### config.mk
export PLATFORM = sky130hd
export DESIGN_NAME = sdram_phy_init
export DESIGN_NICKNAME = d
export VERILOG_FILES = /design/src/rtl/sdram_phy_pkg.sv /design/src/rtl/sdram_phy_init_seq.sv /design/src/rtl/sdram_phy_init.sv
export SDC_FILE = /design/constraint.sdc
export NUM_CORES = 1
export LEC_CHECK = 0
export CAP_MARGIN = 20
export CORE_ASPECT_RATIO = 1.5
export CORE_MARGIN = 4
export CORE_UTILIZATION = 38
export CTS_CLUSTER_SIZE = 28
export DETAILED_ROUTE_END_ITERATION = 10
export PLACE_DENSITY_LB_ADDON = 0.12
export SLEW_MARGIN = 10
export SYNTH_ARGS = -nofsm -noshare
export SYNTH_HDL_FRONTEND = slang
export SYNTH_SLANG_ARGS = --single-unit
export TNS_END_PERCENT = 20
### constraint.sdc
create_clock -name io_axiClk -period 2.4 [get_ports io_axiClk]
set_clock_uncertainty 0.2 [all_clocks]
set_input_delay 0.48 -clock io_axiClk [delete_from_list [all_inputs] [get_ports io_axiClk]]
set_output_delay 0.48 -clock io_axiClk [all_outputs]
set_load 0.05 [all_outputs]
### src/rtl/sdram_phy_pkg.sv
// sdram_phy_pkg
//   Shared definitions for the SDRAM pin-side stage.
//   - Raw {RASn, CASn, WEn} command encodings (CSn is driven low separately).
//   - Power-up sequencer state enum.
//   - A10 precharge-all address constant.
package sdram_phy_pkg;

    // {RASn, CASn, WEn}
    localparam logic [2:0] CMD_NOP   = 3'b111;
    localparam logic [2:0] CMD_ACT   = 3'b011;
    localparam logic [2:0] CMD_READ  = 3'b101;
    localparam logic [2:0] CMD_WRITE = 3'b100;
    localparam logic [2:0] CMD_PRE   = 3'b010;
    localparam logic [2:0] CMD_REF   = 3'b001;
    localparam logic [2:0] CMD_MRS   = 3'b000;

    localparam logic [12:0] A10_PRECHARGE_ALL = 13'h0400;

    typedef enum logic [3:0] {
        ST_WAIT,
        ST_PRE,
        ST_WAIT_RP,
        ST_REF1,
        ST_WAIT_RFC1,
        ST_REF2,
        ST_WAIT_RFC2,
        ST_MRS,
        ST_WAIT_MRD,
        ST_RUN
    } init_state_e;

endpackage

### src/rtl/sdram_phy_init_seq.sv
// sdram_init_seq
//   SDRAM power-up sequencer: NOP wait, PRECHARGE ALL, two AUTO REFRESH,
//   LOAD MODE, then RUN.  One shared down-counter times every wait.
// Ports
//   clk        in   clock
//   resetn     in   synchronous active-low reset
//   init_cmd   out  {RASn, CASn, WEn} requested by the sequencer
//   init_cke   out  clock enable request (high once out of reset)
//   init_addr  out  address for the sequencer command
//   init_done  out  high while in RUN
module sdram_init_seq
    import sdram_phy_pkg::*;
#(
    parameter int unsigned INIT_WAIT_CYCLES = 10000,
    parameter int unsigned T_RP             = 3,
    parameter int unsigned T_RFC            = 7,
    parameter int unsigned T_MRD            = 2,
    parameter logic [12:0] MODE_REG         = 13'h030
) (
    input  logic        clk,
    input  logic        resetn,
    output logic [2:0]  init_cmd,
    output logic        init_cke,
    output logic [12:0] init_addr,
    output logic        init_done
);

    localparam int unsigned CNT_MAX = (INIT_WAIT_CYCLES > T_RFC) ? INIT_WAIT_CYCLES : T_RFC;
    localparam int unsigned CNT_W   = (CNT_MAX > 1) ? $clog2(CNT_MAX) : 1;

    // A command state lasts one cycle, so a T_x spacing leaves T_x-1 wait
    // cycles; the wait state leaves on the cycle the counter reads zero.
    localparam logic [CNT_W-1:0] LD_WAIT = CNT_W'(INIT_WAIT_CYCLES - 1);
    localparam logic [CNT_W-1:0] LD_RP   = CNT_W'(T_RP - 2);
    localparam logic [CNT_W-1:0] LD_RFC  = CNT_W'(T_RFC - 2);
    localparam logic [CNT_W-1:0] LD_MRD  = CNT_W'(T_MRD - 2);

    init_state_e      state_q, state_d;
    logic [CNT_W-1:0] cnt_q, cnt_d;
    logic             cnt_zero;

    assign cnt_zero = (cnt_q == '0);

    always_ff @(posedge clk) begin
        if (!resetn) begin
            state_q <= ST_WAIT;
            cnt_q   <= LD_WAIT;
        end else begin
            state_q <= state_d;
            cnt_q   <= cnt_d;
        end
    end

    always_comb begin
        state_d = state_q;
        cnt_d   = cnt_zero ? cnt_q : cnt_q - CNT_W'(1);
        case (state_q)
            ST_WAIT:      if (cnt_zero) state_d = ST_PRE;
            ST_PRE:       begin state_d = ST_WAIT_RP;   cnt_d = LD_RP;  end
            ST_WAIT_RP:   if (cnt_zero) state_d = ST_REF1;
            ST_REF1:      begin state_d = ST_WAIT_RFC1; cnt_d = LD_RFC; end
            ST_WAIT_RFC1: if (cnt_zero) state_d = ST_REF2;
            ST_REF2:      begin state_d = ST_WAIT_RFC2; cnt_d = LD_RFC; end
            ST_WAIT_RFC2: if (cnt_zero) state_d = ST_MRS;
            ST_MRS:       begin state_d = ST_WAIT_MRD;  cnt_d = LD_MRD; end
            ST_WAIT_MRD:  if (cnt_zero) state_d = ST_RUN;
            ST_RUN:       state_d = ST_RUN;
            default:      state_d = ST_WAIT;
        endcase
    end

    always_comb begin
        init_cmd  = CMD_NOP;
        init_cke  = 1'b1;
        init_addr = '0;
        init_done = 1'b0;
        case (state_q)
            ST_PRE: begin
                init_cmd  = CMD_PRE;
                init_addr = A10_PRECHARGE_ALL;
            end
            ST_REF1, ST_REF2: init_cmd = CMD_REF;
            ST_MRS: begin
                init_cmd  = CMD_MRS;
                init_addr = MODE_REG;
            end
            ST_RUN:  init_done = 1'b1;
            default: init_cmd  = CMD_NOP;
        endcase
    end

endmodule

### src/rtl/sdram_phy_init.sv
// sdram_phy_init
//   Pin-side stage between the SDRAM controller and an mt48lc16m16a2.
//   Runs the power-up sequence, then registers controller commands onto
//   the pins, drives the split DQ bus and returns read data after
//   CAS_LATENCY+2 cycles from acceptance.
// Ports
//   io_axiClk / io_axiResetn     clock / synchronous active-low reset
//   io_cmd_*                     controller command (ready only in RUN)
//   io_rsp_valid / io_rsp_data   read response, single-cycle pulse
//   io_initDone                  init sequence complete
//   io_busConflict               sticky: WRITE too soon after a READ
//   io_sdram_*                   device pins (all registered)
module sdram_phy_init
    import sdram_phy_pkg::*;
#(
    parameter int unsigned CAS_LATENCY      = 3,
    parameter int unsigned INIT_WAIT_CYCLES = 10000,
    parameter int unsigned T_RP             = 3,
    parameter int unsigned T_RFC            = 7,
    parameter int unsigned T_MRD            = 2,
    parameter logic [12:0] MODE_REG         = 13'h030
) (
    input  logic        io_axiClk,
    input  logic        io_axiResetn,
    input  logic        io_cmd_valid,
    output logic        io_cmd_ready,
    input  logic        io_cmd_rasn,
    input  logic        io_cmd_casn,
    input  logic        io_cmd_wen,
    input  logic [12:0] io_cmd_addr,
    input  logic [1:0]  io_cmd_ba,
    input  logic [1:0]  io_cmd_dqm,
    input  logic [15:0] io_cmd_wdata,
    output logic        io_rsp_valid,
    output logic [15:0] io_rsp_data,
    output logic        io_initDone,
    output logic        io_busConflict,
    output logic [12:0] io_sdram_ADDR,
    output logic [1:0]  io_sdram_BA,
    input  logic [15:0] io_sdram_DQ_read,
    output logic [15:0] io_sdram_DQ_write,
    output logic        io_sdram_DQ_writeEnable,
    output logic [1:0]  io_sdram_DQM,
    output logic        io_sdram_CKE,
    output logic        io_sdram_CSn,
    output logic        io_sdram_RASn,
    output logic        io_sdram_CASn,
    output logic        io_sdram_WEn
);

    logic [2:0]  init_cmd;
    logic        init_cke;
    logic [12:0] init_addr;
    logic        init_done;

    sdram_init_seq #(
        .INIT_WAIT_CYCLES (INIT_WAIT_CYCLES),
        .T_RP             (T_RP),
        .T_RFC            (T_RFC),
        .T_MRD            (T_MRD),
        .MODE_REG         (MODE_REG)
    ) u_init_seq (
        .clk       (io_axiClk),
        .resetn    (io_axiResetn),
        .init_cmd  (init_cmd),
        .init_cke  (init_cke),
        .init_addr (init_addr),
        .init_done (init_done)
    );

    logic [2:0]  user_cmd;
    logic        accept;
    logic        is_read;
    logic        is_write;
    logic [2:0]  cmd_d;
    logic [12:0] addr_d;
    logic [1:0]  ba_d;
    logic [1:0]  dqm_d;

    // Bit i set: a READ was accepted i+1 cycles before the current cycle.
    // The last stage is the response-valid flop itself.
    logic [CAS_LATENCY+1:0] rd_pipe;

    always_comb begin
        user_cmd = {io_cmd_rasn, io_cmd_casn, io_cmd_wen};
        accept   = io_cmd_ready & io_cmd_valid;
        is_read  = accept & (user_cmd == CMD_READ);
        is_write = accept & (user_cmd == CMD_WRITE);
        cmd_d    = CMD_NOP;
        addr_d   = '0;
        ba_d     = '0;
        dqm_d    = '1;
        if (init_done) begin
            dqm_d = '0;
            if (accept) begin
                cmd_d  = user_cmd;
                addr_d = io_cmd_addr;
                ba_d   = io_cmd_ba;
                dqm_d  = io_cmd_dqm;
            end
        end else begin
            cmd_d  = init_cmd;
            addr_d = init_addr;
        end
    end

    always_ff @(posedge io_axiClk) begin
        if (!io_axiResetn) begin
            io_sdram_CKE            <= 1'b0;
            io_sdram_CSn            <= 1'b1;
            io_sdram_RASn           <= 1'b1;
            io_sdram_CASn           <= 1'b1;
            io_sdram_WEn            <= 1'b1;
            io_sdram_ADDR           <= '0;
            io_sdram_BA             <= '0;
            io_sdram_DQM            <= '1;
            io_sdram_DQ_write       <= '0;
            io_sdram_DQ_writeEnable <= 1'b0;
            io_cmd_ready            <= 1'b0;
            io_initDone             <= 1'b0;
            io_rsp_data             <= '0;
            io_busConflict          <= 1'b0;
            rd_pipe                 <= '0;
        end else begin
            io_sdram_CKE                              <= init_cke;
            io_sdram_CSn                              <= 1'b0;
            {io_sdram_RASn, io_sdram_CASn, io_sdram_WEn} <= cmd_d;
            io_sdram_ADDR                             <= addr_d;
            io_sdram_BA                               <= ba_d;
            io_sdram_DQM                              <= dqm_d;
            io_sdram_DQ_write                         <= is_write ? io_cmd_wdata : '0;
            io_sdram_DQ_writeEnable                   <= is_write;
            io_cmd_ready                              <= init_done;
            io_initDone                               <= init_done;
            rd_pipe                                   <= {rd_pipe[CAS_LATENCY:0], is_read};
            // Device data for a READ on the pins at k+1 is valid during
            // k+1+CAS_LATENCY; capture it at the edge that raises rsp_valid.
            if (rd_pipe[CAS_LATENCY])
                io_rsp_data <= io_sdram_DQ_read;
            // A READ accepted 1..CAS_LATENCY+1 cycles ago still owns DQ.
            io_busConflict <= io_busConflict | (is_write & (|rd_pipe[CAS_LATENCY:0]));
        end
    end

    assign io_rsp_valid = rd_pipe[CAS_LATENCY+1];

endmodule

; Word-level counts from Yosys, hierarchy flattened
; Cells that the tools add are included.
[word_totals]
wordCells = 65
reg_bits = 80
inputBits = 55
out_inout_bits = 59
[classes]
add_sub_neg = 1
reduce_logical = 8
muxes = 18
bitwise_logic = 5
eq_ne = 17
[op_table]
columns = op, n
row1 = $pmux 14 s3, 1
row2 = $pmux 4 s10, 1
row3 = $mux 13, 2
row4 = $pmux 11 s2, 1
row5 = $mux 4, 5
row6 = $eq 4x3->1 const B, 4
row7 = $logic_not 14->1, 1
row8 = $mux 14, 1
row9 = $sub 14x1->14 const B, 1
row10 = $ne 2x1->1 const B, 5
row11 = $pmux 3 s3, 1
row12 = $eq 4x2->1 const B, 2
row13 = $eq 4x4->1 const B, 2
row14 = $eq 3x3->1 const B, 2
row15 = $mux 3, 2
row16 = $reduce_and 5->1, 1
row17 = $and 1x1->1, 4
row18 = $eq 4x1->1 const B, 1
row19 = $logic_not 4->1, 1
row20 = $ne 4x4->1 const B, 1
row21 = $reduce_and 2->1, 2
row22 = $reduce_or 4->1, 1
row23 = $mux 1, 3
row24 = $reduce_and 3->1, 1
row25 = 3 further kinds, 3

; Logic depth before layout (Yosys ltp)
; Gate-level depths: netlist of the first run.
[logic_depth]
depth_word = 4
ltp_mapped = 6
mapped_depth_nobuf = 6

; Hierarchy
; A second synthesis of the first run with hierarchy kept.
[unflattened]
cells_unflattened = 320
hier_area_um2 = 3255.6
[by_module_without_submodules]
columns = mod, seq_area_each_um2, instances, cells_each, area_each_um2
row1 = sdram_phy_init, 1241.2, 1, 196, 2177.1
row2 = sdram_init_seq, 360.3, 1, 124, 1078.5

; Worst setup path after synthesis of the first run
; No wires, ideal clock.
[synth_path]
path_type = reg-to-reg
from = register u_init_seq.cnt_q[3]
to = register u_init_seq.cnt_q[11]
path_slack_ns = 0.085
path_stages_with_launch = 7
n_path_buf = 2
period_less_slack_ns = 2.315
required_time_ns = 2.130
t_arrival_ns = 2.045
setup_ns = 0.070
cell_sequence = dfxtp_1 > or4_1 > buf_2 > or3_1 > clkbuf_2 > or4b_1 > a21oi_1
[synth_between]
elab_chain_cells = 3
elab_cells_between_ends = 5
cone_classes = add/sub: 1 / eq/ne: 1 / mux: 2 / reduce/logical: 1
[synth_rtl]
columns = element, line_no
row1 = "start, declared", sdram_phy_init_seq.sv:39  ; logic [CNT_W-1:0] cnt_q, cnt_d;
row2 = "start signal, assigned", sdram_phy_init_seq.sv:50  ; cnt_q <= cnt_d;
row3 = $sub 14x1->14, sdram_phy_init_seq.sv:56  ; cnt_d = cnt_zero ? cnt_q : cnt_q - CNT_W'(1);
row4 = $mux 14, sdram_phy_init_seq.sv:56
row5 = $pmux 14 s3, sdram_phy_init_seq.sv:57  ; case (state_q)
; Several ways; a longest one is shown, not always the timed one. The select of a mux whose other input is x is not followed.
; A chain may end at the register's enable or synchronous reset.

; Final worst setup path of the first run
[layout_path]
from = register io_initDone
to = output port io_initDone
[layout_rtl]
columns = element, line_no
row1 = "start, declared", sdram_phy_init.sv:36  ; output logic io_initDone,
row2 = "start signal, assigned", sdram_phy_init.sv:134  ; io_initDone <= init_done;
; No word-level cell between the ends.

==> results.yml, run 1 <==
route:
  wl_per_cell_um: 14.5
  drc: 0
  dr.pass1.iters: 4
  ant_nets: 0
  post_drt_via_cell_ratio: 4.95
  finalWirelength_mm: 6.75
  drt_iter0_markers: 61
  num_vias: 2312
logic_synthesis:
  synthDistinctLibCells: 39
  syn_inst: 266
  syn_avg_cell_area_um2: 10.3
  synth_area_um2: 2750
  syn_nets: 322
  synth_top_area_share_pct: 58.2
  seq_area_frac_synth_pct: 58.2
  synthTopCellsByCount: "dfxtp_1 (80), and2_1 (32), nor2_1 (25), mux2i_1 (17), clkbuf_1 (14)"
  synth-seq-cells: 80
  yosys.area.top_type: "dfxtp_1"
  ys_top_cells_by_area: "dfxtp_1 (58%), and2_1 (7.3%), mux2i_1 (6.2%)"
  synth_edf_count: 0
  yosys_most_used_dff: "dfxtp_1"
  synthArstFlopShare_pct: 0
  synth_most_common_cell: "dfxtp_1"
  synth_warnings: 0
grt:
  busiest_layer: "met2"
  met2_usage_pct: 27.9
  overflow: 0
  grt_pass1_wl_mm: 11.0
  use_met3_pct: 2.97
  grt_max_degree: 19
  grt_use_total_pct: 16.0
  grt_pass1_vias: 2298
  antenna_found_initial: 0
  met1_usage_pct: 17.4
place:
  portBuffers: 113
  gp_congestion: 0.836
  dp_slack_ns: 0.180
  dp_hpwl_mm: 5.12
  dpl_cell_area_um2: 4000
clocking:
  cts_tree: "built"
  hold_buffers: 0
  numCtsBuffers: 9
  path_clk_slew_ns: 0.08
  insertion_delay_ns: 0.34
  clk_path_buf_depth: 2
  clock-sinks: 80
  cts_root_buffer: "clkbuf_8"
  cts_max_level: 3
  postCtsResizedCells: 0
  post-cts-setup-buffers: 0
final_layout:
  nets: 440
  drive_gt1_share_pct: 8.48
  final_cell_area_um2: 4240
  area_growth_pct: 54.0
  diodes: 0
sta:
  max_freq_mhz: 439
  layout_min_cycle_time_ns: 2.28
  hold_viol_final: 0
  setup_viol: 0
  maxSlewHeadroom_pct: 64.0
  tns_ns: 0
  grt_setup_unrepaired: "no"
  worst_slew_pin_slew_ns: 0.539
  layout_setup_ws_ns: 0.122
  post-route-period-util_pct: 94.9
  drv_slew: 0
critical_path:
  crit_type: "flip-flop to primary output"
  crit_buf_inv: 1
  max_stage_delay_ns: 0.84
  cp-end-kind: "primary output"
  path_max_fanout: 5
  worstPathCellList: "clkdlybuf4s50_1"
  cp.required_ns: 1.72
  cp-start-kind: "flip-flop"
  path_delay_family: "buffers and inverters"
  reg2reg_depth: 5
  cpMaxStageDelayCell: "clkdlybuf4s50_1"
  crit_cells: 1
  cp.arrival_ns: 1.60
floorplan:
  die_y_um: 112
  die_w_um: 77.5
  boundaryPins: 114
  core_um2: 6940
  num_rows: 37
  dieArea_um2: 8690
  start_util_pct: 39.6
run_status:
  status: "completed"
power:
  seqPwrFrac_pct: 51.1
  switching_share_pct: 19.3
  power_switching_w: 0.000504
  p_int_w: 0.00211
  leakage_nw: 1.56
  vdd_drop_max_v: 0.000322
  power.share.clock_pct: 44.0
  p_comb_share_pct: 4.9
  power_density_nw_per_um2: 617
worst_hold_path:
  hold_depth: 2
  hp-class: "flip-flop to flip-flop"
run:
  drv_cap: 0
## through the flow
stage	instances	hold slack [ns]	utilization (%)	power [W]
finish	467	0.264	61.0	0.00261
global route	467	0.284	61.0	0.00272
CTS	467	0.267	61.0	0.00265
detailed placement	451	0.251	57.6	0.00150
global placement	451	0.241	57.6	0.00150
floorplan	266	0.221	-	0.00139
## path summary, 6_finish.rpt
check / startpoint / end / slack, ns
max: io_initDone$_SDFF_PN0_ / io_initDone / 0.12
min: io_busConflict$_SDFF_PN0_ / io_busConflict$_SDFF_PN0_ / 0.26
max reg2reg: u_init_seq.cnt_q[3]$_SDFFE_PN1P_ / u_init_seq.cnt_q[10]$_SDFFE_PN1P_ / 0.13
min reg2reg: io_busConflict$_SDFF_PN0_ / io_busConflict$_SDFF_PN0_ / 0.26
## power groups by stage
stage | Combinational, W | Sequential (W) | Clock, W
final | 0.000129 | 0.00134 | 0.00115
after global routing | 0.000139 | 0.00134 | 0.00124
after CTS | 0.000131 | 0.00134 | 0.00119
after detailed placement | 0.000130 | 0.00137 | 0
after global placement | 0.000129 | 0.00137 | 0
after floorplan | 0.0000224 | 0.00137 | 0
## routing by layer
metal,wire length [µm],up-vias
li1,-,1159
met1,2610,1057
met2,3510,76
met3,341,20
met4,286,0
met5,0,-
## cells in the final DEF (no fill, tap or decap), types with 7 or more instances in the layout
cell type,netlist,layout
nand3_1,7,7
clkdlybuf4s50_1,0,113
and2_1,32,32
mux2i_1,17,17
dfxtp_1,80,80
a21oi_1,7,7
nand2_1,10,10
clkbuf_8,0,9
buf_4,1,12
nor2_1,25,25
## cell families after synthesis
family	synth area share, %
xor gates and xnor gates	0.955
adders and majority gates	0.455
AOI/OAI and AO/OA	9.19
DFF	58.2
buffers and inverters	3.36
muxes	6.18
and+or+nand+nor	21.6
## cell type report
type	instances	area, µm²
fillers	602	2710
flip-flops and latches	80	1600
repair buffers	125	1220
multi-input cells	163	1060
clock buffers	10	128
clock inverters	6	108
well taps	78	97.6
inverters	5	18.8
## flip-flops by register name (all words and copies together) (netlist names)
signal	cells
io_sdram_CSn	1
io_busConflict	1
io_sdram_DQ_write	16
io_sdram_RASn	1
io_initDone	1
u_init_seq.cnt_q	14
io_sdram_CKE	1
u_init_seq.state_q	4
rd_pipe	5
io_sdram_CASn	1
io_sdram_DQM	2
io_sdram_BA	2
io_rsp_data	16
io_sdram_ADDR	13
io_sdram_WEn	1
io_sdram_DQ_writeEnable	1
## worst min-delay path, delay by kind of cell, from the launching register on
| kind | cells | cell delay, ns |
|---|---|---|
| flops | 1 | 0.31 |
| simple gates | 2 | 0.11 |
Note: power is estimated with default switching activity, not from simulation.
==> run 2, diff against run 1 <==
CORE_MARGIN = unset   (was 4)
==> run 2 against run 1 <==
Net effect:
- clock power fell by 24%
- critical path depth unchanged
- global-route usage is 1.9 points higher
- sequential power barely moved
- non-clock buffer count is 2 higher
- first-iteration DRC count increased by 41%
- cell area shrank 1.1%
- critical path type unchanged
- highest routed layer unchanged
==> results.yml, run 2 (synthesis gave the netlist of run 1 again) <==
grt:
  grt_pass1_vias: 2152
  grt_max_degree: 19
  overflow: 0
  antenna_found_initial: 0
  grt_pass1_wl_mm: 10.5
  grt_use_total_pct: 17.9
power:
  power_density_nw_per_um2: 558
  leakage_nw: 1.53
  vdd_drop_max_v: 0.000292
place:
  gp_congestion: 0.893
  portBuffers: 113
  dpl_cell_area_um2: 4020
  dp_hpwl_mm: 4.70
critical_path:
  cpMaxStageDelayCell: "clkdlybuf4s50_1"
  path_max_fanout: 5
  cp-start-kind: "flip-flop"
  crit_type: "flip-flop to primary output"
  cp-end-kind: "primary output"
  crit_buf_inv: 1
  worstPathCellList: "clkdlybuf4s50_1"
  cp.arrival_ns: 1.56
  r2r_setup_slack_ns: 0.18
  max_stage_delay_ns: 0.83
  cp.required_ns: 1.72
  path_delay_family: "buffers and inverters"
final_layout:
  reg_top3: "io_rsp_data x16, io_sdram_DQ_write x16, u_init_seq.cnt_q x14"
  area_growth_pct: 52.3
  final_cell_area_um2: 4190
  nets: 442
  diodes: 0
  drive_gt1_share_pct: 8.95
  final_common_cell: "clkdlybuf4s50_1"
  mostFrequentLayoutCells: "clkdlybuf4s50_1 (113), dfxtp_1 (80), and2_1 (32)"
route:
  drc: 0
  wl_per_cell_um: 13.6
  ant_nets: 0
  finalWirelength_mm: 6.40
  dr.pass1.iters: 4
  drt_iter0_markers: 86
  post_drt_via_cell_ratio: 4.88
  num_vias: 2291
sta:
  grt_setup_unrepaired: "no"
  post-route-period-util_pct: 93.2
  timing.hold.ws_ns: 0.257
  layout_min_cycle_time_ns: 2.24
  hold_viol_final: 0
  tns_ns: 0
  drv_slew: 0
  worst_slew_pin_slew_ns: 0.527
  max_freq_mhz: 447
  maxSlewHeadroom_pct: 64.7
  setup_viol: 0
clocking:
  clock-sinks: 80
  hold_buffers: 0
  post-cts-setup-buffers: 0
  cts_max_level: 3
  path_clk_slew_ns: 0.08
  cts_tree: "built"
  cts_root_buffer: "clkbuf_8"
  clk_path_buf_depth: 2
  numCtsBuffers: 9
  postCtsResizedCells: 0
  insertion_delay_ns: 0.34
floorplan:
  boundaryPins: 114
  dieArea_um2: 7590
  die_y_um: 106
  core_um2: 6940
  num_rows: 37
  start_util_pct: 39.6
  die_w_um: 71.5
worst_hold_path:
  hp-class: "flip-flop to flip-flop"
run_status:
  status: "completed"
run:
  drv_cap: 0
-- run 2: cell count changes in the layout (fill, tap and decap cells not counted), sizes merged --
cell      change
clkinvlp      +2
bufinv        -3
buf           +2
inv           +1
-- run 2: cell type report --
class	count	area (µm²)
Multi-Input combinational cell	163	1060
Clock buffer	10	128
Tap cell	78	97.6
Clock inverter	6	45.0
Sequential cell	80	1600
Inverter	5	18.8
Timing Repair Buffer	127	1240
Fill cell	626	2750
-- run 2: metal layers --
layer / GRT usage, % / share of wire, % / up-vias
met5: 0 / 0 / -
met4: 8.68 / 2.0 / 0
met3: 4.64 / 5.5 / 13
met2: 30.3 / 51 / 65
met1: 20.6 / 42 / 1048
li1: - / - / 1165
-- run 2: metrics by stage --
step | utilization (%) | worst slack, ns | total power [W] | instances
after floorplan | - | 0.0849 | 0.00139 | 266
after global placement | 57.9 | 0.225 | 0.00150 | 453
after detailed placement | 57.9 | 0.187 | 0.00150 | 453
after CTS | 60.3 | 0.145 | 0.00237 | 469
after global routing | 60.3 | 0.0971 | 0.00244 | 469
final | 60.3 | 0.164 | 0.00234 | 469
-- run 2: where the power goes --
group | switching (W) | internal (W) | leakage (nW) | total [W]
Clock | 0.000491 | 0.000379 | 0.0789 | 0.000870
Combinational | 0.0000404 | 0.0000911 | 0.809 | 0.000132
Sequential | 0.00000394 | 0.00133 | 0.646 | 0.00134
Total | 0.000536 | 0.00180 | 1.53 | 0.00234
-- run 2: worst paths after layout --
path / start / end / cells past startpoint
worst max-delay path: io_initDone$_SDFF_PN0_ / io_cmd_ready / 1
worst min-delay path: io_busConflict$_SDFF_PN0_ / io_busConflict$_SDFF_PN0_ / 2
worst min register to register: io_busConflict$_SDFF_PN0_ / io_busConflict$_SDFF_PN0_ / 2
worst max register to register: u_init_seq.cnt_q[3]$_SDFFE_PN1P_ / u_init_seq.cnt_q[11]$_SDFFE_PN0P_ / 4
==> run 3, diff against run 2 <==
CTS_BUF_LIST = sky130_fd_sc_hd__clkbuf_16   (was unset)
SETUP_SLACK_MARGIN = 0.2   (was unset)
==> run 3 against run 2 <==
Net effect:
- setup slack better by 0.068 ns
- flip-flop and latch count stayed put
- clock power is 43% higher
- non-clock buffer count is 3 lower
- cell area is 1.9% higher
==> results.yml, run 3 (synthesis gave the netlist of run 1 again) <==
run_status:
  status: "completed"
critical_path:
  worstPathCellList: "or4_1 > or3_4 > or4b_1 > a21oi_1"
  crit_type: "flip-flop to flip-flop"
  r2r_start: "u_init_seq.cnt_q[6]$_SDFFE_PN0P_"
  cp-start-kind: "flip-flop"
  cp.required_ns: 2.45
  max_stage_delay_ns: 0.54
  cp-startpoint: "u_init_seq.cnt_q[6]$_SDFFE_PN0P_"
  cpMaxStageDelayCell: "or4_1"
  path_max_fanout: 6
  crit_buf_inv: 0
  path_delay_family: "simple AND/OR/NAND/NOR gates"
  cp-end-kind: "flip-flop"
  cp.arrival_ns: 2.22
final_layout:
  area_growth_pct: 55.1
  num-fill-cells: 597
  seqCellArea_um2: 1600
  nets: 439
  drive_gt1_share_pct: 7.27
  reg_top3: "io_rsp_data x16, io_sdram_DQ_write x16, u_init_seq.cnt_q x14"
  diodes: 0
  mostFrequentLayoutCells: "clkdlybuf4s50_1 (111), dfxtp_1 (80), and2_1 (32)"
  multi_input_area_um2: 1070
  final_common_cell: "clkdlybuf4s50_1"
  final_cell_area_um2: 4270
sta:
  max_freq_mhz: 461
  post-route-period-util_pct: 90.3
  tns_ns: 0
  hold_viol_final: 0
  drv_slew: 0
  grt_setup_unrepaired: "yes"
  worst_slew_pin_slew_ns: 0.977
  setup_viol: 0
  layout_min_cycle_time_ns: 2.17
  maxSlewHeadroom_pct: 34.8
clocking:
  post-cts-setup-buffers: 0
  numCtsBuffers: 9
  cts_tree: "built"
  clk_path_buf_depth: 2
  cts_max_level: 3
  path_clk_slew_ns: 0.05
  hold_buffers: 0
  cts_root_buffer: "clkbuf_16"
  clock-sinks: 80
  insertion_delay_ns: 0.32
power:
  power_density_nw_per_um2: 634
  vdd_drop_max_v: 0.000340
  leakage_nw: 1.60
route:
  dr.pass1.iters: 4
  finalWirelength_mm: 6.35
  num_vias: 2314
  ant_nets: 0
  post_drt_via_cell_ratio: 5.00
  drt_iter0_markers: 86
  wl_per_cell_um: 13.7
  drc: 0
grt:
  overflow: 0
  grt_max_degree: 19
  grt_pass1_vias: 2172
  antenna_found_initial: 0
  grt_pass1_wl_mm: 10.3
  grt_use_total_pct: 17.7
place:
  portBuffers: 113
  gp_congestion: 0.918
  dp_hpwl_mm: 4.66
  dpl_cell_area_um2: 4000
floorplan:
  boundaryPins: 114
  num_rows: 37
  core_um2: 6940
  die_y_um: 106
  dieArea_um2: 7590
  die_w_um: 71.5
  start_util_pct: 39.6
run:
  drv_cap: 0
worst_hold_path:
  hp-class: "flip-flop to flip-flop"
  hold_start: "io_busConflict$_SDFF_PN0_"
run 3: cell count changes in the layout (fill, tap and decap cells not counted), moves of 2 or more:
cell and change:
inv_1 +2, clkbuf_8 -9, buf_4 -3, clkinvlp_4 -3
clkbuf_16 +9, clkdlybuf4s50_1 -2
run 3: final cells by class:
class | instances | area share, %
Inverter | 5 | 0.440
Sequential cell | 80 | 37.5
Clock inverter | 4 | 0.967
Multi-Input combinational cell | 163 | 25.0
Timing Repair Buffer | 124 | 28.5
Clock buffer | 9 | 5.28
Tap cell | 78 | 2.29
run 3: routing by layer:
metal  vias to the layer above  routed length [µm]  track usage, %
li1                       1162                   -               -
met1                      1076                2620            19.0
met2                        66                3270            31.0
met3                        10                 350            5.40
met4                         0                 112            8.54
met5                         -                   0               0
run 3: power breakdown:
| group | leakage, nW | internal (W) | switching (W) | total, W |
|---|---|---|---|---|
| registers | 0.646 | 0.00133 | 0.00000435 | 0.00134 |
| logic | 0.820 | 0.0000901 | 0.0000399 | 0.000130 |
| clock network | 0.137 | 0.000775 | 0.000462 | 0.00124 |
run 3: through the flow:
step	setup WS (ns)	hold WS (ns)	total power (W)	std cells	util [%]
2_1_floorplan	0.117	0.221	0.00140	266	-
3_3_place_gp	0.224	0.237	0.00150	450	57.5
3_5_place_dp	0.178	0.243	0.00150	450	57.5
4_1_cts	0.158	0.254	0.00275	463	61.4
5_1_grt	0.162	0.282	0.00281	463	61.5
6_report	0.232	0.250	0.00271	463	61.5
run 3: worst register-to-register path, cell delays in order, from the launching register on:
cell and delay (ns):
dfxtp_1 0.31, or4_1 0.54, or3_4 0.44, or4b_1 0.47
a21oi_1 0.13
run 3: final timing paths:
path                                        to  slack, ns  cells past startpoint
max          u_init_seq.cnt_q[11]$_SDFFE_PN0P_       0.23                      4
min                  io_busConflict$_SDFF_PN0_       0.25                      2
max reg2reg  u_init_seq.cnt_q[11]$_SDFFE_PN0P_       0.23                      4
min reg2reg          io_busConflict$_SDFF_PN0_       0.25                      2
run 3: repair_timing:
item	in CTS	in global routing
endpoints found under the setup margin	3	3
pin swaps	0	0
gates resized for setup	1	2
